### config.mk
export PLATFORM = sky130hd
export DESIGN_NAME = imm_gen_pipe_flat
export DESIGN_NICKNAME = d
export VERILOG_FILES = /design/src/rtl/imm_gen_pipe_if.sv /design/src/rtl/imm_gen_pipe.sv /design/src/flat_wrapper.sv
export SDC_FILE = /design/constraint.sdc
export NUM_CORES = 1
export LEC_CHECK = 0
export ABC_AREA = 1
export BUFFER_PORTS_ARGS = -buffer_cell sky130_fd_sc_hd__buf_2
export CORE_AREA = 2 2 108 110
export DETAILED_ROUTE_END_ITERATION = 16
export DIE_AREA = 0 0 110 112
export SYNTH_ARGS = -nofsm -noshare
export SYNTH_HDL_FRONTEND = slang
export SYNTH_SLANG_ARGS = --single-unit
### constraint.sdc
create_clock -name CLK -period 1.5 [get_ports CLK]
set_clock_uncertainty 0.1 [all_clocks]
set_input_delay 0.3 -clock CLK [delete_from_list [all_inputs] [get_ports CLK]]
set_output_delay 0.3 -clock CLK [all_outputs]
set_load 0.01 [all_outputs]
### src/rtl/imm_gen_pipe_if.sv
`default_nettype none
// ============================================================================
// Module      : imm_gen_pipe_if
// Description : Input/output handshake bundle for the registered immediate
//               generator (instruction in, decoded immediate out).
// Revision    : 1.0  initial release
// ============================================================================
interface imm_gen_pipe_if #(
    parameter int XLEN  = 32,
    parameter int TAG_W = 32
);
    logic             in_valid;
    logic             in_ready;
    logic [31:0]      in_ir;
    logic [TAG_W-1:0] in_tag;
    logic             out_valid;
    logic             out_ready;
    logic [XLEN-1:0]  out_immed;
    logic [2:0]       out_fmt;
    logic             out_illegal;
    logic [TAG_W-1:0] out_tag;

    modport slave (
        input  in_valid, in_ir, in_tag, out_ready,
        output in_ready, out_valid, out_immed, out_fmt, out_illegal, out_tag
    );

    modport master (
        output in_valid, in_ir, in_tag, out_ready,
        input  in_ready, out_valid, out_immed, out_fmt, out_illegal, out_tag
    );
endinterface
`default_nettype wire

### src/rtl/imm_gen_pipe.sv
`default_nettype none
// ============================================================================
// Module      : imm_gen_pipe
// Description : Registered RV32I/RV64I immediate generator with valid/ready
//               handshake, tag pass-through and flush. Define IMMGEN_SKID_EN
//               for the 2-entry skid variant with a registered in_ready.
// Revision    : 1.0  initial release
// ============================================================================
module imm_gen_pipe #(
    parameter int XLEN  = 32,
    parameter int TAG_W = 32
) (
    input  wire logic          CLK,
    input  wire logic          RST_N,
    input  wire logic          flush,
    imm_gen_pipe_if.slave      bus
);

    localparam logic [6:0] OPC_LOAD   = 7'b0000011;
    localparam logic [6:0] OPC_OP_IMM = 7'b0010011;
    localparam logic [6:0] OPC_AUIPC  = 7'b0010111;
    localparam logic [6:0] OPC_STORE  = 7'b0100011;
    localparam logic [6:0] OPC_OP_RG3 = 7'b0110011;
    localparam logic [6:0] OPC_LUI    = 7'b0110111;
    localparam logic [6:0] OPC_BRANCH = 7'b1100011;
    localparam logic [6:0] OPC_JALR   = 7'b1100111;
    localparam logic [6:0] OPC_JAL    = 7'b1101111;
    localparam logic [6:0] OPC_SYS    = 7'b1110011;

    localparam logic [2:0] FMT_NONE = 3'd0;
    localparam logic [2:0] FMT_I    = 3'd1;
    localparam logic [2:0] FMT_S    = 3'd2;
    localparam logic [2:0] FMT_B    = 3'd3;
    localparam logic [2:0] FMT_U    = 3'd4;
    localparam logic [2:0] FMT_J    = 3'd5;
    localparam logic [2:0] FMT_Z    = 3'd6;
    localparam logic [2:0] FMT_SH   = 3'd7;

    typedef struct packed {
        logic [XLEN-1:0]  immed;
        logic [2:0]       fmt;
        logic             illegal;
        logic [TAG_W-1:0] tag;
    } entry_t;

    logic [31:0] ir;
    logic [31:0] imm32;
    logic [5:0]  shamt;
    logic [2:0]  dec_fmt;
    logic        dec_ill;
    entry_t      dec;

    assign ir    = bus.in_ir;
    assign shamt = (XLEN == 64) ? ir[25:20] : {1'b0, ir[24:20]};

    // Every format yields bit 31 equal to its sign, so one sign-extension to XLEN serves all.
    always_comb begin
        imm32   = '0;
        dec_fmt = FMT_NONE;
        dec_ill = 1'b0;
        case (ir[6:0])
            OPC_LOAD, OPC_JALR: begin
                imm32   = {{20{ir[31]}}, ir[31:20]};
                dec_fmt = FMT_I;
            end
            OPC_OP_IMM: begin
                if (ir[13:12] == 2'b01) begin
                    imm32   = {26'b0, shamt};
                    dec_fmt = FMT_SH;
                end else begin
                    imm32   = {{20{ir[31]}}, ir[31:20]};
                    dec_fmt = FMT_I;
                end
            end
            OPC_STORE: begin
                imm32   = {{20{ir[31]}}, ir[31:25], ir[11:7]};
                dec_fmt = FMT_S;
            end
            OPC_BRANCH: begin
                imm32   = {{19{ir[31]}}, ir[31], ir[7], ir[30:25], ir[11:8], 1'b0};
                dec_fmt = FMT_B;
            end
            OPC_LUI, OPC_AUIPC: begin
                imm32   = {ir[31:12], 12'b0};
                dec_fmt = FMT_U;
            end
            OPC_JAL: begin
                imm32   = {{11{ir[31]}}, ir[31], ir[19:12], ir[20], ir[30:21], 1'b0};
                dec_fmt = FMT_J;
            end
            OPC_SYS: begin
                if (ir[14]) begin
                    imm32   = {27'b0, ir[19:15]};
                    dec_fmt = FMT_Z;
                end
            end
            OPC_OP_RG3: begin
                dec_fmt = FMT_NONE;
            end
            default: begin
                dec_ill = 1'b1;
            end
        endcase
    end

    assign dec.immed   = XLEN'(signed'(imm32));
    assign dec.fmt     = dec_fmt;
    assign dec.illegal = dec_ill;
    assign dec.tag     = bus.in_tag;

    entry_t main_q, main_d;
    logic   main_valid_q, main_valid_d;
    logic   rdy;

`ifdef IMMGEN_SKID_EN
    entry_t skid_q, skid_d;
    logic   skid_empty_q, skid_empty_d;
    logic   accept;
    logic   pop;

    assign rdy    = skid_empty_q | flush;
    assign accept = bus.in_valid & skid_empty_q & ~flush;
    assign pop    = main_valid_q & bus.out_ready;

    // Skid contents always move to main before any new beat, keeping order.
    always_comb begin
        main_d       = main_q;
        main_valid_d = main_valid_q;
        skid_d       = skid_q;
        skid_empty_d = skid_empty_q;
        if (flush) begin
            main_valid_d = 1'b0;
            skid_empty_d = 1'b1;
        end else if (!main_valid_q || pop) begin
            if (!skid_empty_q) begin
                main_d       = skid_q;
                main_valid_d = 1'b1;
                skid_empty_d = 1'b1;
            end else if (accept) begin
                main_d       = dec;
                main_valid_d = 1'b1;
            end else begin
                main_valid_d = 1'b0;
            end
        end else if (accept) begin
            skid_d       = dec;
            skid_empty_d = 1'b0;
        end
    end

    always_ff @(posedge CLK) begin
        if (!RST_N) begin
            main_q       <= '0;
            main_valid_q <= 1'b0;
            skid_q       <= '0;
            skid_empty_q <= 1'b1;
        end else begin
            main_q       <= main_d;
            main_valid_q <= main_valid_d;
            skid_q       <= skid_d;
            skid_empty_q <= skid_empty_d;
        end
    end
`else
    logic load;

    assign rdy  = flush | ~main_valid_q | bus.out_ready;
    assign load = bus.in_valid & rdy & ~flush;

    always_comb begin
        main_d       = main_q;
        main_valid_d = main_valid_q;
        if (flush) begin
            main_valid_d = 1'b0;
        end else if (load) begin
            main_d       = dec;
            main_valid_d = 1'b1;
        end else if (bus.out_ready) begin
            main_valid_d = 1'b0;
        end
    end

    always_ff @(posedge CLK) begin
        if (!RST_N) begin
            main_q       <= '0;
            main_valid_q <= 1'b0;
        end else begin
            main_q       <= main_d;
            main_valid_q <= main_valid_d;
        end
    end
`endif

    assign bus.in_ready    = rdy;
    assign bus.out_valid   = main_valid_q;
    assign bus.out_immed   = main_q.immed;
    assign bus.out_fmt     = main_q.fmt;
    assign bus.out_illegal = main_q.illegal;
    assign bus.out_tag     = main_q.tag;

endmodule
`default_nettype wire
### src/flat_wrapper.sv
// flat-port wrapper written by rule: the top's interface ports become plain ports
module imm_gen_pipe_flat 
#(
    parameter int XLEN  = 32,
    parameter int TAG_W = 32
)
  (CLK, RST_N, flush, bus_in_valid, bus_in_ir, bus_in_tag, bus_out_ready, bus_in_ready, bus_out_valid, bus_out_immed, bus_out_fmt, bus_out_illegal, bus_out_tag);
  imm_gen_pipe_if #(.XLEN(XLEN), .TAG_W(TAG_W)) bus_i ();
  input  wire logic CLK;
  input  wire logic RST_N;
  input  wire logic flush;
  input wire logic [$bits(bus_i.in_valid)-1:0] bus_in_valid;
  input wire logic [$bits(bus_i.in_ir)-1:0] bus_in_ir;
  input wire logic [$bits(bus_i.in_tag)-1:0] bus_in_tag;
  input wire logic [$bits(bus_i.out_ready)-1:0] bus_out_ready;
  output wire logic [$bits(bus_i.in_ready)-1:0] bus_in_ready;
  output wire logic [$bits(bus_i.out_valid)-1:0] bus_out_valid;
  output wire logic [$bits(bus_i.out_immed)-1:0] bus_out_immed;
  output wire logic [$bits(bus_i.out_fmt)-1:0] bus_out_fmt;
  output wire logic [$bits(bus_i.out_illegal)-1:0] bus_out_illegal;
  output wire logic [$bits(bus_i.out_tag)-1:0] bus_out_tag;
  assign bus_i.in_valid = bus_in_valid;
  assign bus_i.in_ir = bus_in_ir;
  assign bus_i.in_tag = bus_in_tag;
  assign bus_i.out_ready = bus_out_ready;
  assign bus_in_ready = bus_i.in_ready;
  assign bus_out_valid = bus_i.out_valid;
  assign bus_out_immed = bus_i.out_immed;
  assign bus_out_fmt = bus_i.out_fmt;
  assign bus_out_illegal = bus_i.out_illegal;
  assign bus_out_tag = bus_i.out_tag;
  imm_gen_pipe #(.XLEN(XLEN), .TAG_W(TAG_W)) u_core (.CLK(CLK), .RST_N(RST_N), .flush(flush), .bus(bus_i));
endmodule
Yosys cells after proc, flatten, opt, wreduce, memory -nomap -nowiden. Index checks and enable logic that the tools add are counted.

Eq/ne operators: 11. Multiplexer cells: 9. Bitwise logic cells: 7. Reductions and logical operators: 6.

Operator list (count): $pmux W32 S7 (1); $mux W32 (1); $eq A7 B7 Y1 const B (4); $eq A7 B6 Y1 const B (3); $pmux W3 S7 (1); $eq A7 B5 Y1 const B (2); $reduce_or A10 Y1 (1); $eq A7 B2 Y1 const B (1); $mux W3 (2); $reduce_or A2 Y1 (3); $mux W5 (1); $mux W1 (3); $not A1 Y1 (3); $and A1 B1 Y1 (2); $eq A2 B1 Y1 const B (1); $or A1 B1 Y1 (2); $reduce_and A2 Y1 (1); $reduce_bool A2 Y1 (1).

Bits in registers: 69. Input bits: 69. Output and inout bits: 70. Logic and storage cells: 38.

Longest topological paths before layout.
Depth after elaboration: 6. Depth in mapped cells: 11. Gate-level depth less buffers: 9.

Worst setup path after synthesis. No wires, ideal clock.

Kind: register -> register. From: register u_core.main_valid_q (netlist: u_core.bus.out_valid). To: register u_core.main_q (netlist bit u_core.bus.out_tag[0]). Library setup time: 116 ps. Arrival: 1309 ps. Required time: 1284 ps. Slack: -25 ps. Stages on the path, launching flop included: 9. Buffers on the path: 2. Period minus slack after synthesis: 1525 ps. Cell sequence: dfxtp_1 inv_1 or2_2 nand3_2 inv_1 buf_2 buf_2 nor2_1 nor2_1.

Word-level cells in the longest chain between the ends: 6.

RTL lines: from (decl) (line imm_gen_pipe.sv:112) `logic main_valid_q, main_valid_d;`; from (signal assigned) (line imm_gen_pipe.sv:189) `main_valid_q <= main_valid_d;`; $not A1 Y1 (line imm_gen_pipe.sv:167) `assign rdy = flush | ~main_valid_q | bus.out_ready;`; $or A1 B1 Y1 (2 in series) (line imm_gen_pipe.sv:167); $and A1 B1 Y1 (2 in series) (line imm_gen_pipe.sv:168) `assign load = bus.in_valid & rdy & ~flush;`; $reduce_and A2 Y1 (no line); to (signal assigned) (line imm_gen_pipe.sv:188) `main_q <= main_d;`; to (decl) (line imm_gen_pipe.sv:111) `entry_t main_q, main_d;`.

Every way passes these cells. A chain may end at the register's enable or synchronous reset.

Worst setup path after layout.
From: register u_core.main_valid_q (netlist: u_core.bus.out_valid). To: output bus_in_ready.

Word-level cells in the longest chain between the ends: 3.

RTL lines: $not A1 Y1 (line imm_gen_pipe.sv:167); $or A1 B1 Y1 (2 in series) (line imm_gen_pipe.sv:167); to (decl) (line flat_wrapper.sv:16) `output wire logic [$bits(bus_i.in_ready)-1:0] bus_in_ready;`.

Every way passes these cells.

==> metrics <==
Seq/Total Area, Yosys=35.9%; commonest non-fill, non-tap cell in the layout=nand2_1; antenna violations before repair=0; routed length per placed instance=12.9 um; CP dominant cell by count=or2_4; switching part of the total power=25.3%; Core ar.=0.0112 mm2; mux contribution to synthesized area=0%; main area contributors after synthesis=dfxtp_1 36%, nand2_1 13%, nor2_1 11%, nand3_1 11%, o21ai_0 4.7%; LEAKAGE=2.71 nW; FF-to-FF End=u_core.bus.out_illegal$_SDFFE_PN0P_; Starting DRT DRC Count=324; syn_area_per_cell=6.46 um2; CP max FO=3; row cnt=39; Total GRT Usage=19.1%; vias in the first global route=3933; WL final=11500 um; top cell type by total area after synthesis=dfxtp_1; Compound-Gate Fraction of Synth Area=10.7%; slowest stage delay, CP=330 ps; Final WS setup=-175 ps; Yosys Warn Count=0; Slew HR=68.0%; number of port buffers=138; Worst Hold Class=in2reg; met3 Use GR=3.98%; reg2reg start=u_core.bus.out_valid$_SDFFE_PP0P_; Seq pwr share=39.8%; Reg2Reg Setup Slack=70 ps; IO Pins=139; Final Max Slew Viols=0; Final ANT Viol Nets=0; clock sink count=69; routing usage on met1=24.4%; GR Util met2=32.1%; Setup-failing EPs final=1; post-synthesis net count=664; Via Count=4236; hpwl dp=8660 um; Final GP Congestion=0.914; Internal=0.00363 W; FMAX=597 MHz; Max Cap Viol=0; final core utilization=46.6%; CP Capture Type=primary output; CTS Buf Count=9; combinational fraction of design power=13.0%; first-pass GRT wire length=18600 um; CTS Hold Buffers Added=0; clk slew on worst S/H paths=50 ps; largest family of logic cells by synthesized area=simple AND/OR/NAND/NOR gates; Root Buffer=clkbuf_16; endpoints failing hold=0; drt pass-1 iters=4; Arrival @ worst endpoint=1280 ps; slowest CP cell=dfxtp_2; Setup crit end=bus_in_ready; RSZ-0062 raised after global routing=yes; Clk network pwr share=47.1%; clk_lat worst skew=330 ps; status=complete, but fails checks; Cell Area, Synth=0.00385 mm2; Fillers=1155; delay-heaviest family, CP=simple AND/OR/NAND/NOR gates; worst ir drop on vdd=0.580 mV; Area after DPL=0.00482 mm2; largest net degree at the start of global routing=38; Die Y=112 um; Max Buffers Root-to-Sink=2; design area=0.00521 mm2; GRT busiest layer=met2; Yosys reg bits=69; post-layout net count=815; crit share post-route=112%; fraction of layout cells with a size suffix above 1=31.8%; R2R cell count=8; Post-Synth XOR/XNOR Area=0%; critical path class=reg2out; CTS tree=done; Via density=4.74; failing checks=setup timing; Worst Setup SP=u_core.bus.out_valid$_SDFFE_PP0P_; worst endpoint required time=1100 ps; starting density of the core=34.4%; Yosys top cell area share=35.9%; Post-Syn Instances=595; Tmin final=1680 ps; Crit path depth=4; pwr dens=932 mW/mm2; Synth cell types=28; Diodes inserted=0; area grow syn2layout=35.4%; CP Buf/Inv Count=2; Die Width=110 um; GR Overflow Total=0; DRC violations left=0; CP Launch Type=register; sw power=0.00123 W; crit-path cells=inv_2 > or2_4 > or2_4 > buf_6; post-synthesis simple-gate area fraction=42.8%; CTS H-tree lvls=3; Worst Max-Slew Pin Slew=479 ps; adder-cell share of the synthesized area=0%; most frequent cells in the layout=138 x nand2_1, 137 x buf_2, 113 x nor2_1, 83 x nand3_1, 68 x dfxtp_1; die area=0.0123 mm2
cells in the mapped netlist, drive strengths merged:
| cell | n |
|---|---|
| nand3 | 95 |
| or2 | 2 |
| a211oi | 1 |
| nor3 | 2 |
| nand3b | 7 |
| a21oi | 37 |
| nand2 | 143 |
| o21ai | 36 |
| dfxtp | 69 |
| nand4 | 1 |
| buf | 27 |
| clkbuf | 15 |
| nor2 | 117 |
| inv | 43 |
worst min path at each step:
stage | start | end | slack [ps] | depth (start not counted)
global placement | u_core.bus.out_immed[13]$_SDFFE_PN0P_ | u_core.bus.out_immed[13]$_SDFFE_PN0P_ | 350 | 2
floorplan | flush | u_core.bus.out_valid$_SDFFE_PP0P_ | 270 | 1
detailed placement | u_core.bus.out_immed[13]$_SDFFE_PN0P_ | u_core.bus.out_immed[13]$_SDFFE_PN0P_ | 360 | 2
CTS | flush | u_core.bus.out_valid$_SDFFE_PP0P_ | 60 | 2
global route | flush | u_core.bus.out_valid$_SDFFE_PP0P_ | 80 | 2
finish | flush | u_core.bus.out_valid$_SDFFE_PP0P_ | 80 | 2
through the flow:
stage / setup TNS [ps] / hold slack, ps / instances / power (W) / setup slack, ps
after CTS: -187 / 60.6 / 890 / 0.00491 / -187
after global routing: -644 / 75.9 / 894 / 0.00507 / -225
after global placement: -5150 / 351 / 874 / 0.00258 / -204
after detailed placement: -5980 / 357 / 874 / 0.00260 / -204
final: -175 / 76.9 / 894 / 0.00485 / -175
after floorplan: 0 / 271 / 595 / 0.00229 / 7.80
cell type report:
class                   count  area [um2]  share of cell area [%]
well taps                 143         179                    3.44
clock inverters             6        95.1                    1.83
inverters                  43         166                    3.19
flip-flops and latches     69        1380                    26.5
clock buffers              10         229                    4.40
repair buffers            181        1080                    20.8
multi-input cells         442        2070                    39.8
repair_timing:
action	CTS	global route
gates cloned	0	1
gates resized for setup	3	7
buffers inserted	0	3
pin swaps	0	3
setup endpoints to repair	1	26
power groups by stage:
stage | Combinational [W] | Sequential (W) | Clock, W
CTS | 0.000625 | 0.00193 | 0.00235
floorplan | 0.000283 | 0.00201 | 0
global route | 0.000706 | 0.00194 | 0.00242
finish | 0.000633 | 0.00193 | 0.00229
global placement | 0.000612 | 0.00197 | 0
detailed placement | 0.000622 | 0.00197 | 0
cell families (layout without fill, tap and decap cells):
logic type	Yosys count	count (layout)
AND/OR/NAND/NOR	367	368
buffers and inverters	85	240
AO/OA/AOI/OAI	74	74
flip-flops	69	69
worst register-to-register path: cells and delay by family, from the launching register on:
family                 cells  cell delay (ps)
and+or+nand+nor            4              550
DFF                        1              330
AOI/OAI and AO/OA          2              180
buffers and inverters      2              160
per-layer routing:
layer / share of wire [%] / wire, um / up-vias
li1: - / - / 2197
met1: 44 / 5110 / 1899
met2: 48 / 5490 / 126
met3: 6.2 / 715 / 14
met4: 1.6 / 179 / 0
met5: 0 / 0 / -
state kept, by name, summed over array words and instances (netlist names):
name                    flops
u_core.bus.out_immed       32
u_core.bus.out_illegal      1
u_core.bus.out_tag         32
u_core.bus.out_valid        1
u_core.bus.out_fmt          3
(Power assumes the default switching activity.)
